### config.mk
export PLATFORM = sky130hd
export DESIGN_NAME = program_loader_flat
export DESIGN_NICKNAME = d
export VERILOG_FILES = /design/src/rtl/program_loader_if.sv /design/src/rtl/program_loader.sv /design/src/flat_wrapper.sv
export SDC_FILE = /design/constraint.sdc
export NUM_CORES = 1
export LEC_CHECK = 0
export BUFFER_PORTS_ARGS = -buffer_cell sky130_fd_sc_hd__buf_2
export CAP_MARGIN = 25
export CORE_MARGIN = 3
export CORE_UTILIZATION = 34
export CTS_CLUSTER_SIZE = 16
export DETAILED_ROUTE_END_ITERATION = 10
export HOLD_SLACK_MARGIN = 0.08
export PLACE_DENSITY = 0.51
export SYNTH_ARGS = -nofsm -noshare
export SYNTH_HDL_FRONTEND = slang
export SYNTH_SLANG_ARGS = --single-unit
### constraint.sdc
create_clock -name clk -period 4.01 [get_ports clk]
set_clock_uncertainty 0.05 [all_clocks]
set_input_delay 0.2005 -clock clk [delete_from_list [all_inputs] [get_ports clk]]
set_output_delay 0.2005 -clock clk [all_outputs]
set_load 0.02 [all_outputs]
### src/rtl/program_loader_if.sv
// Byte-stream input and instruction-cache write bundle of the program loader.
// The loader takes the slave side; the host link and cache side take the master side.
interface program_loader_if;
   logic        rx_valid;
   logic [7:0]  rx_data;
   logic        rx_ready;
   logic        clear;
   logic        write;
   logic [7:0]  write_instruction_index;
   logic [15:0] write_instruction;
   logic        load_done;
   logic        load_error;

   modport master (
      output rx_valid, rx_data, clear,
      input  rx_ready, write, write_instruction_index, write_instruction, load_done, load_error
   );

   modport slave (
      input  rx_valid, rx_data, clear,
      output rx_ready, write, write_instruction_index, write_instruction, load_done, load_error
   );
endinterface

### src/rtl/program_loader.sv
// Receives a framed byte stream (SYNC, LEN, 2*N payload, CSUM) and writes 16-bit
// instructions into consecutive cache slots, holding write high for the whole load.
module program_loader #(
   parameter logic [7:0] SYNC_BYTE      = 8'hA5,
   parameter int         TIMEOUT_CYCLES = 1000000,
   parameter int         TO_W           = $clog2(TIMEOUT_CYCLES)
) (
   input  logic             clk,
   input  logic             reset_n,
   program_loader_if.slave  bus
);
   typedef enum logic [2:0] {IDLE, LEN, HI, LO, CSUM, DONE, ERROR} state_t;

   localparam logic [TO_W-1:0] TO_LAST = TO_W'(TIMEOUT_CYCLES - 1);

   state_t          state_reg, state_next;
   logic [8:0]      remaining_reg, remaining_next;
   logic [7:0]      slot_reg, slot_next;
   logic [7:0]      hi_reg, hi_next;
   logic [7:0]      csum_reg, csum_next;
   logic [7:0]      index_reg, index_next;
   logic [15:0]     instr_reg, instr_next;
   logic [TO_W-1:0] timer_reg, timer_next;
   logic            write_reg, write_next;
   logic            done_reg, done_next;
   logic            error_reg, error_next;
   logic            ready;
   logic            accept;
   logic            in_frame;

   assign ready    = reset_n && (state_reg != DONE) && (state_reg != ERROR);
   assign accept   = bus.rx_valid && ready;
   assign in_frame = (state_reg == LEN) || (state_reg == HI) ||
                     (state_reg == LO)  || (state_reg == CSUM);

   always_comb begin
      state_next     = state_reg;
      remaining_next = remaining_reg;
      slot_next      = slot_reg;
      hi_next        = hi_reg;
      csum_next      = csum_reg;
      index_next     = index_reg;
      instr_next     = instr_reg;
      timer_next     = timer_reg;
      write_next     = write_reg;
      done_next      = done_reg;
      error_next     = error_reg;

      if (bus.clear) begin
         state_next = IDLE;
         write_next = 1'b0;
         done_next  = 1'b0;
         error_next = 1'b0;
         timer_next = '0;
      end else if (accept) begin
         timer_next = '0;
         case (state_reg)
            IDLE: begin
               if (bus.rx_data == SYNC_BYTE) state_next = LEN;
            end
            LEN: begin
               // Zeroed pair makes the pre-first-instruction rewrite land as 0x0000 in slot 0.
               remaining_next = (bus.rx_data == 8'd0) ? 9'd256 : {1'b0, bus.rx_data};
               slot_next      = 8'd0;
               csum_next      = 8'd0;
               index_next     = 8'd0;
               instr_next     = 16'd0;
               write_next     = 1'b1;
               state_next     = HI;
            end
            HI: begin
               hi_next    = bus.rx_data;
               csum_next  = csum_reg ^ bus.rx_data;
               state_next = LO;
            end
            LO: begin
               instr_next     = {hi_reg, bus.rx_data};
               index_next     = slot_reg;
               csum_next      = csum_reg ^ bus.rx_data;
               slot_next      = slot_reg + 8'd1;
               remaining_next = remaining_reg - 9'd1;
               state_next     = (remaining_reg == 9'd1) ? CSUM : HI;
            end
            CSUM: begin
               write_next = 1'b0;
               if (bus.rx_data == csum_reg) begin
                  done_next  = 1'b1;
                  state_next = DONE;
               end else begin
                  error_next = 1'b1;
                  state_next = ERROR;
               end
            end
            default: ;
         endcase
      end else if (in_frame) begin
         if (timer_reg == TO_LAST) begin
            error_next = 1'b1;
            write_next = 1'b0;
            state_next = ERROR;
         end else begin
            timer_next = timer_reg + 1'b1;
         end
      end
   end

   always_ff @(posedge clk) begin
      if (!reset_n) begin
         state_reg     <= IDLE;
         remaining_reg <= '0;
         slot_reg      <= '0;
         hi_reg        <= '0;
         csum_reg      <= '0;
         index_reg     <= '0;
         instr_reg     <= '0;
         timer_reg     <= '0;
         write_reg     <= 1'b0;
         done_reg      <= 1'b0;
         error_reg     <= 1'b0;
      end else begin
         state_reg     <= state_next;
         remaining_reg <= remaining_next;
         slot_reg      <= slot_next;
         hi_reg        <= hi_next;
         csum_reg      <= csum_next;
         index_reg     <= index_next;
         instr_reg     <= instr_next;
         timer_reg     <= timer_next;
         write_reg     <= write_next;
         done_reg      <= done_next;
         error_reg     <= error_next;
      end
   end

   assign bus.rx_ready                = ready;
   assign bus.write                   = write_reg;
   assign bus.write_instruction_index = index_reg;
   assign bus.write_instruction       = instr_reg;
   assign bus.load_done               = done_reg;
   assign bus.load_error              = error_reg;
endmodule

### src/flat_wrapper.sv
// flat-port wrapper written by rule: the top's interface ports become plain ports
module program_loader_flat 
#(
   parameter logic [7:0] SYNC_BYTE      = 8'hA5,
   parameter int         TIMEOUT_CYCLES = 1000000,
   parameter int         TO_W           = $clog2(TIMEOUT_CYCLES)
)
  (clk, reset_n, bus_rx_valid, bus_rx_data, bus_clear, bus_rx_ready, bus_write, bus_write_instruction_index, bus_write_instruction, bus_load_done, bus_load_error);
  program_loader_if bus_i ();
  input  logic clk;
  input  logic reset_n;
  input wire logic [$bits(bus_i.rx_valid)-1:0] bus_rx_valid;
  input wire logic [$bits(bus_i.rx_data)-1:0] bus_rx_data;
  input wire logic [$bits(bus_i.clear)-1:0] bus_clear;
  output wire logic [$bits(bus_i.rx_ready)-1:0] bus_rx_ready;
  output wire logic [$bits(bus_i.write)-1:0] bus_write;
  output wire logic [$bits(bus_i.write_instruction_index)-1:0] bus_write_instruction_index;
  output wire logic [$bits(bus_i.write_instruction)-1:0] bus_write_instruction;
  output wire logic [$bits(bus_i.load_done)-1:0] bus_load_done;
  output wire logic [$bits(bus_i.load_error)-1:0] bus_load_error;
  assign bus_i.rx_valid = bus_rx_valid;
  assign bus_i.rx_data = bus_rx_data;
  assign bus_i.clear = bus_clear;
  assign bus_rx_ready = bus_i.rx_ready;
  assign bus_write = bus_i.write;
  assign bus_write_instruction_index = bus_i.write_instruction_index;
  assign bus_write_instruction = bus_i.write_instruction;
  assign bus_load_done = bus_i.load_done;
  assign bus_load_error = bus_i.load_error;
  program_loader #(.SYNC_BYTE(SYNC_BYTE), .TIMEOUT_CYCLES(TIMEOUT_CYCLES), .TO_W(TO_W)) u_core (.clk(clk), .reset_n(reset_n), .bus(bus_i));
endmodule
---- Yosys cells after proc, flatten, opt, wreduce, memory -nomap -nowiden ----
Index checks and enable logic that the tools add are counted.
storage, ports and cells
  register bits ........................... 83
  input bits .............................. 12
  word-level logic and storage cells ...... 78
cells by class
  add/sub/neg operators ................... 3
  equality and inequality tests ........... 15
  multiplexer cells ....................... 22
  bitwise gates (word level) .............. 4
  reduce and logical (&&, ||, !) cells .... 23
operator list
  cell                                                                 number
  8-bit case mux with 2 select lines                                   3
  16-bit case mux with 2 select lines                                  1
  20-bit by 1-bit adder with 20-bit output (second input constant)     1
  20-bit == test (second input constant)                               1
  9-bit case mux with 2 select lines                                   1
  3-bit 2-to-1 mux                                                     5
  3-bit case mux with 5 select lines                                   1
  3-bit AND reduction                                                  5
  3-bit != test (second input constant)                                4
  9-bit by 1-bit == test with 1-bit output (second input constant)     1
  9-bit 2-to-1 mux                                                     1
  9-bit by 1-bit subtractor with 9-bit output (second input constant)  1
  8-bit by 1-bit adder with 8-bit output (second input constant)       1
  8-bit == test                                                        1
  8-bit == test (second input constant)                                1
  8-bit logical NOT                                                    1
  1-bit 2-to-1 mux                                                     8
  4-bit AND reduction                                                  2
  2-bit nonzero test                                                   4
  8-bit XOR                                                            1
  3-bit by 2-bit == test with 1-bit output (second input constant)     2
  6-bit != test (second input constant)                                1
  2-bit != test (second input constant)                                2
  2-bit OR reduction                                                   2
  other kinds (10)                                                     16

---- Longest topological paths before layout ----
Gate-level depths: netlist (run 1).
  word-level depth ........................ 6
  mapped depth ............................ 7
  gate-level depth less buffers ........... 7

---- Worst setup path before layout (run 1) ----
OpenSTA, ideal clock, no wires.
  path type ............................... register to register
  start ................................... register u_core.timer_reg[6]
  end ..................................... register u_core.state_reg[1]
  library setup time ...................... 0.116 ns
  data arrival time ....................... 1.775 ns
  required time ........................... 3.844 ns
  setup slack ............................. 2.068 ns
  stages on the path, launching flop included .. 6
  buffers on the path ..................... 0
  clock period less this slack ............ 1.942 ns
  cell sequence ........................... dfxtp_1 or4_4 nor4_4 a21oi_2 or2_4 o211a_1
on the way
  cells in the longest elaborated chain, start to end .. 3
RTL lines
  element                        line                   RTL
  from (decl)                    program_loader.sv:23   logic [TO_W-1:0] timer_reg, timer_next;
  from (signal assigned)         program_loader.sv:128  timer_reg <= timer_next;
  20-bit == test                 program_loader.sv:97   if (timer_reg == TO_LAST) begin
  2-bit nonzero test (no line)   n/a
  4-bit AND reduction (no line)  n/a
  to (signal assigned)           program_loader.sv:121  state_reg <= state_next;
  to (decl)                      program_loader.sv:16   state_t state_reg, state_next;
No other way between the ends.
A chain may end at the register's enable or synchronous reset.

---- Worst setup path in the final report (run 1) ----
  start ................................... register u_core.state_reg[2]
  end ..................................... register u_core.timer_reg[18]
on the way
  cells in the longest elaborated chain, start to end .. 5
RTL lines
  element                                                                     line                                        RTL
  3-bit != test, or another cell as far along                                 program_loader.sv:31                        assign ready = reset_n && (state_reg != DONE) && (state_reg != ERROR);
  1-bit logical AND / 1-bit logical OR (equally long branches) (2 in a row)   program_loader.sv:31, program_loader.sv:33
  1-bit logical AND / 1-bit logical OR (equally long branches)                program_loader.sv:32, program_loader.sv:34
  3-bit OR reduction (no line) / 2-bit AND reduction (equally long branches)  n/a
Several ways; a longest one is shown, not always the timed one.

==> impl_results.md, run 1 <==
* Finished Layout Cells at between 600 and 700
* VDD IR max at between 0.2 and 0.3 mV
* Syn-to-layout area delta at 15.65%
* Synth async-reset ratio at 0%
* Die footprint at 12800 um^2
* Total CTS buffers at 9
* Clk sink count at 83
* Post-DR vias/cell at 5.312
* Total Routing Usage GR at 15.92%
* Pre-CTS setup slack at 1735 ps
* CP max-delay cell: dfxtp_1
* Starting Density at a little over a third
* Final net count at roughly 500
* RSZ-0062 raised after global routing: no
* Final ANT Viol Nets at 0
* Hold WC Path Type: input port to flip-flop
* #FFs+latches synth at 83
* Setup Fix Bufs, Post-CTS at 0
* Die X-Extent at 113.1 um
* Post-route setup slack at between 1500 and 2000 ps
* Drt pass-1 iters at 5
* CP max FO at 16
* Leading area contributor after synthesis: dfxtp_1
* DR iter-0 viols at 209
* Die H at 113.1 um
* R2R Path Start: u_core.state_reg[2]
* Max reg flops at 20
* Main area contributors after synthesis: dfxtp_1, nor2_1, a22oi_1, o21ai_0, xor2_1
* Resize count post-CTS at 0
* Reg2Reg Setup Slack at around 1700 ps
* Vias in the first global route at roughly 3300
* Bufs and invs on worst path at 0
* Startpoint types: flip-flop
* Status: complete, no violations
* Power Total at ~1700 uW
* Mapped cell area at 3901 um^2
* I/O pin cnt at 40
* FF-to-FF End: u_core.timer_reg[18]
* Initial antenna violation count at 0
* Most common cell after layout, fill and taps aside: dfxtp_1
* Hold-fix buffers, CTS at 0
* Detailed-route via count at 3352
* Largest net degree at the start of global routing at 52
* Site row count at 38
* TNS Setup at 0 ps
* Max Clock Freq at 436.6 MHz
* DR DRC count at 0
* Synth Area per Inst at 8.612 um^2
* Top FF cell, synth: dfxtp_1
* Pwr dens at a little under 400 nW/um^2
* DR WL/cell at 15.00 um
* Yosys Warn Count at 0
* Syn_nets at approximately 470
* Wirelength, routed at 9.467 mm
* Worst path arrival time at 2500 ps
* Diode count at 0
* Required @ worst endpoint at 4220 ps
* Layout fillers at 1139
* Seq/Total Area, Yosys at 42.59%
* H-tree Lvls at 3
* Final Hold Fails at 0
* Hold_sp: reset_n
* CP top delay family: simple AND/OR/NAND/NOR gates
* Crit. End Element: flip-flop
* Clk slew on worst S/H paths at approximately 70 ps
* Slowest stage delay, CP at 630 ps
* Cells on worst reg2reg path at 5
* Setup Crit Path Kind: flip-flop to flip-flop
* Tmin final at 2291 ps
* Routability cong. at 0.8083
* Worst Hold Endpoint: u_core.bus.load_error
* Share of layout cells above drive strength 1 at 14.26%
* Synth cell types at about 60
* MaxCap Viol Count at 0
* Number of placed cells counting well taps at 615
* Fin crit share at 57.12%
* DP HPWL at 6.478 mm
* Gr ovfl total at 0
* Slew Limit Headroom at 54.63%
* Slew Viols, Final at 0
* Core Region at 11030 um^2
* Number of synthesized flops with an enable pin at 0
* Worst Max-Slew Pin Slew at 674.9 ps
* Post-synthesis cell count at 453
* Hold Crit Depth at 3
* Number of port buffers at 39
* Final setup vio count at 0
* First-pass GRT wire length at 16.52 mm
* Pleak at ~0.0016 uW
* Cells along the critical path: nor3_1, nor2_1, o21ai_1, or4_1, a21oi_1
* Root buffer cell: clkbuf_16
* Clk buf depth at 2
* Most frequent cells in the layout: dfxtp_1, nor2_1, buf_2, a22oi_1, o21ai_0
* Clk Latency, worst-skew pair at about 340 ps
* Top-area cell type share of the netlist area at 42.59%
* TritonCTS clock tree: built
[layer usage]
| metal | up-vias | part of all wire, % | routed length (um) | global-route usage [%] |
|---|---|---|---|---|
| met2 | 54 | 45 | 4264 | 24.41 |
| met3 | 8 | 3.5 | 332 | 3.102 |
| met4 | 0 | 1.2 | 116 | 7.212 |
| met5 | - | 0 | 0 | 0 |
| li1 | 1713 | - | - | - |
| met1 | 1577 | 50 | 4753 | 21.69 |
[cells by family (layout without fill, tap and decap cells)]
group,Yosys count,in the layout,synth area share (%)
simple gates,196,196,26.72
compound gates,108,108,18.25
flops,83,83,42.59
buf+inv,29,67,3.431
xor+xnor,23,23,5.163
mux,10,10,2.566
fa+ha+maj,4,4,1.283
[how the worst max path moves through the flow]
stage / end / start / depth (start not counted)
after floorplan: u_core.state_reg[1] / u_core.timer_reg[6] / 5
after global placement: u_core.slot_reg[7] / u_core.state_reg[0] / 6
after detailed placement: u_core.timer_reg[18] / u_core.state_reg[2] / 5
after CTS: u_core.timer_reg[18] / u_core.state_reg[2] / 5
after global routing: u_core.timer_reg[15] / u_core.timer_reg[9] / 5
final: u_core.timer_reg[18] / u_core.state_reg[2] / 5
[power breakdown]
group | internal [uW] | switching, uW | total, uW
clock | 500 | 371 | 871
sequential | 824 | 0.0172 | 824
combinational | 12.7 | 36.6 | 49.3
[synth_stat cells, types with 8 or more instances]
library cell / n
xor2_1: 13
nor3_1: 11
nand2_1: 21
nor2b_1: 16
dfxtp_1: 83
a21oi_1: 20
mux2i_1: 10
nor2_1: 80
clkbuf_1: 15
a22oi_1: 34
o21ai_0: 24
xnor2_1: 10
and3_1: 8
nand3_1: 10
[worst register-to-register path, delay by kind of cell (launching register included)]
family | cells | cell delay [ps]
and+or+nand+nor | 3 | 1100
AOI/OAI and AO/OA | 2 | 410
DFF | 1 | 630
[per-stage QoR]
step / utilization (%) / area, um^2 / hold WS [ps]
final: 40.90 / 4512 / 130.8
after global routing: 40.90 / 4512 / 133.3
after CTS: 40.90 / 4512 / 108.4
after detailed placement: 38.06 / 4198 / 416.8
after global placement: 38.06 / 4198 / 411.7
after floorplan: - / 3901 / 296.4
[cell type report]
class                           instances  area (um^2)  area share (%)
Multi-Input combinational cell        341         2106           46.67
Sequential cell                        83         1662           36.83
Clock buffer                            9        225.2           4.992
Timing Repair Buffer                   43        225.2           4.992
Tap cell                              140        175.2           3.882
Clock inverter                          7        88.84           1.969
Inverter                                8        30.03          0.6656
Power figures use the tool's default switching activity.
==> run 2, diff against run 1 <==
Settings changed: PLACE_DENSITY 0.51 to 0.53.
Clock period 4.01 ns to 1.9 ns, I/O delays scaled along.
==> impl_results.md, run 2 (synthesized netlist as in run 1, its figures left out) <==
* Status: complete, no violations (unchanged)
* Clk slew on worst S/H paths at 60 ps (was 70 ps)
* Pwr dens at 734.3 nW/um^2 (was 386.5 nW/um^2)
* Die H at 113.1 um (unchanged)
* RSZ-0062 raised after global routing: yes (was no)
* DP HPWL at 7.149 mm (was 6.478 mm)
* Setup crit start: u_core.timer_reg[4] (was u_core.state_reg[2])
* GR Util met3 at 4.813% (was 3.102%)
* Hold Crit Depth at 3 (unchanged)
* Number of port buffers at 39 (unchanged)
* Power Total at 3644 uW (was 1744 uW)
* M2 GR Usage at 25.87% (was 24.41%)
* Post-DR vias/cell at 5.332 (was 5.312)
* Crit. End Element: flip-flop (unchanged)
* Die X-Extent at 113.1 um (unchanged)
* Share of layout cells above drive strength 1 at 23.93% (was 14.26%)
* CP top delay family: simple AND/OR/NAND/NOR gates (unchanged)
* Hold WC Path Type: input port to flip-flop (unchanged)
* Met1 usage at 23.76% (was 21.69%)
* Max Clock Freq at 543.2 MHz (was 436.6 MHz)
* Clk Latency, worst-skew pair at 350 ps (was 340 ps)
* DR iter-0 viols at 231 (was 209)
* Final Hold Fails at 0 (unchanged)
* FF-to-FF End: u_core.timer_reg[19] (was u_core.timer_reg[18])
* I/O pin cnt at 40 (unchanged)
* Post-route setup slack at 59.05 ps (was 1719 ps)
* TritonCTS clock tree: built (unchanged)
* Detailed-route via count at 3599 (was 3352)
* Routability cong. at 0.8838 (was 0.8083)
* Worst Max-Slew Pin Slew at 541.8 ps (was 674.9 ps)
* Worst path arrival time at 2070 ps (was 2500 ps)
* Diode count at 0 (unchanged)
* Core Region at 11030 um^2 (unchanged)
* Largest net degree at the start of global routing at 51 (was 52)
* Die footprint at 12800 um^2 (unchanged)
* Initial antenna violation count at 0 (unchanged)
* Clk buf depth at 2 (unchanged)
* Root buffer cell: clkbuf_16 (unchanged)
* Drt pass-1 iters at 5 (unchanged)
* Max reg flops at 20 (unchanged)
* Starting Density at 35.37% (unchanged)
* Most frequent cells in the layout: nor2_1, dfxtp_1, buf_4, buf_2, a22oi_1 (was dfxtp_1, nor2_1, buf_2, a22oi_1, o21ai_0)
* Tmin final at 1841 ps (was 2291 ps)
* Cells on worst reg2reg path at 6 (was 5)
* Pleak at 0.001876 uW (was 0.001635 uW)
* MaxCap Viol Count at 0 (unchanged)
* Required @ worst endpoint at 2130 ps (was 4220 ps)
* Critical path endpoint: u_core.timer_reg[19] (was u_core.timer_reg[18])
* Site row count at 38 (unchanged)
* First-pass GRT wire length at 17.67 mm (was 16.52 mm)
* Syn-to-layout area delta at 27.20% (was 15.65%)
* Slowest stage delay, CP at 400 ps (was 630 ps)
* Most common cell after layout, fill and taps aside: nor2_1 (was dfxtp_1)
* CP max FO at 6 (was 16)
* R2R Path Start: u_core.timer_reg[4] (was u_core.state_reg[2])
* Total CTS buffers at 9 (unchanged)
* DR DRC count at 0 (unchanged)
* Gr ovfl total at 0 (unchanged)
* H-tree Lvls at 3 (unchanged)
* Final net count at 546 (was 502)
* Reg2Reg Setup Slack at 60 ps (was 1720 ps)
* Final ANT Viol Nets at 0 (unchanged)
* DR WL/cell at 15.48 um (was 15.00 um)
* Critical path depth in cells at 6 (was 5)
* VDD IR max at 0.5792 mV (was 0.2894 mV)
* Vias in the first global route at 3566 (was 3280)
* Bufs and invs on worst path at 1 (was 0)
* Pre-CTS setup slack at 11.74 ps (was 1735 ps)
* Total Routing Usage GR at 17.26% (was 15.92%)
* CP max-delay cell: dfxtp_1 (unchanged)
* Wirelength, routed at 10.45 mm (was 9.467 mm)
* Fin crit share at 96.89% (was 57.12%)
* Startpoint types: flip-flop (unchanged)
* Busiest grt layer: met2 (unchanged)
* Slew Viols, Final at 0 (unchanged)
* Final setup vio count at 0 (unchanged)
* Setup Crit Path Kind: flip-flop to flip-flop (unchanged)
* Clk sink count at 83 (unchanged)
* Slew Limit Headroom at 63.88% (was 54.63%)
* Cells along the critical path: nand3_2, nor4_4, o21ai_1, buf_4, or4_1, a21oi_1 (was nor3_1, nor2_1, o21ai_1, or4_1, a21oi_1)
run 2: cell types whose count changed in the layout (fill, tap and decap cells not counted), moves of 3 or more:
cell | previous run | this run
dfxtp_1 | 83 | 78
nor3_2 | 0 | 3
dfxtp_2 | 0 | 5
buf_12 | 0 | 4
buf_4 | 4 | 41
nor4b_2 | 0 | 3
nor3_1 | 11 | 8
dlygate4sd3_1 | 0 | 3
inv_8 | 3 | 0
nor4b_1 | 4 | 1
run 2: stage by stage:
stage                     util (%)  area (um^2)  instances  hold slack, ps  setup TNS [ps]
after floorplan                  -         3902        453           190.9          -49.38
final                        44.99         4962        675           125.7               0
after global routing         44.99         4962        675           136.7          -54.52
after CTS                    44.24         4880        674           101.2               0
after global placement       41.24         4549        655           407.7               0
after detailed placement     41.24         4549        655           413.5               0
run 2: how the worst min path moves through the flow:
stage                         endpoint                  from  slack, ps
2_1_floorplan  u_core.remaining_reg[0]               reset_n        190
3_3_place_gp      u_core.bus.load_done  u_core.bus.load_done        410
3_5_place_dp      u_core.bus.load_done  u_core.bus.load_done        410
4_1_cts        u_core.remaining_reg[0]               reset_n        100
5_1_grt        u_core.remaining_reg[0]               reset_n        140
6_report       u_core.remaining_reg[0]               reset_n        130
run 2: cell type report:
cell class,instances,area [um^2]
clock inverter,7,75.07
sequential,83,1668
timing repair buffer,87,613.1
clock buffer,9,225.2
inverter,8,30.03
multi-input combinational,341,2176
tap,140,175.2
fill,1105,6068
run 2: tightest hold or removal path: cells and delay by family:
kind	cells	cell delay (ps)
buffers and inverters	2	260
and+or+nand+nor	1	140
run 2: per-layer routing:
| layer | share of wire (%) | up-vias |
|---|---|---|
| li1 | - | 1799 |
| met1 | 49 | 1721 |
| met2 | 45 | 67 |
| met3 | 4.9 | 12 |
| met4 | 1.5 | 0 |
| met5 | 0 | - |
run 2: power by group:
group          internal (uW)  switching, uW
Sequential              1740         0.0204
Clock                   1030            747
Combinational           43.6           87.3
run 2: repair_timing:
item                                    4_1_cts  5_1_grt
hold endpoints to repair                      4        0
endpoints found under the setup margin        1       22
hold buffers                                  3        0
setup buffers                                 0        1
pin swaps                                     1        2
resized for setup                             0       18
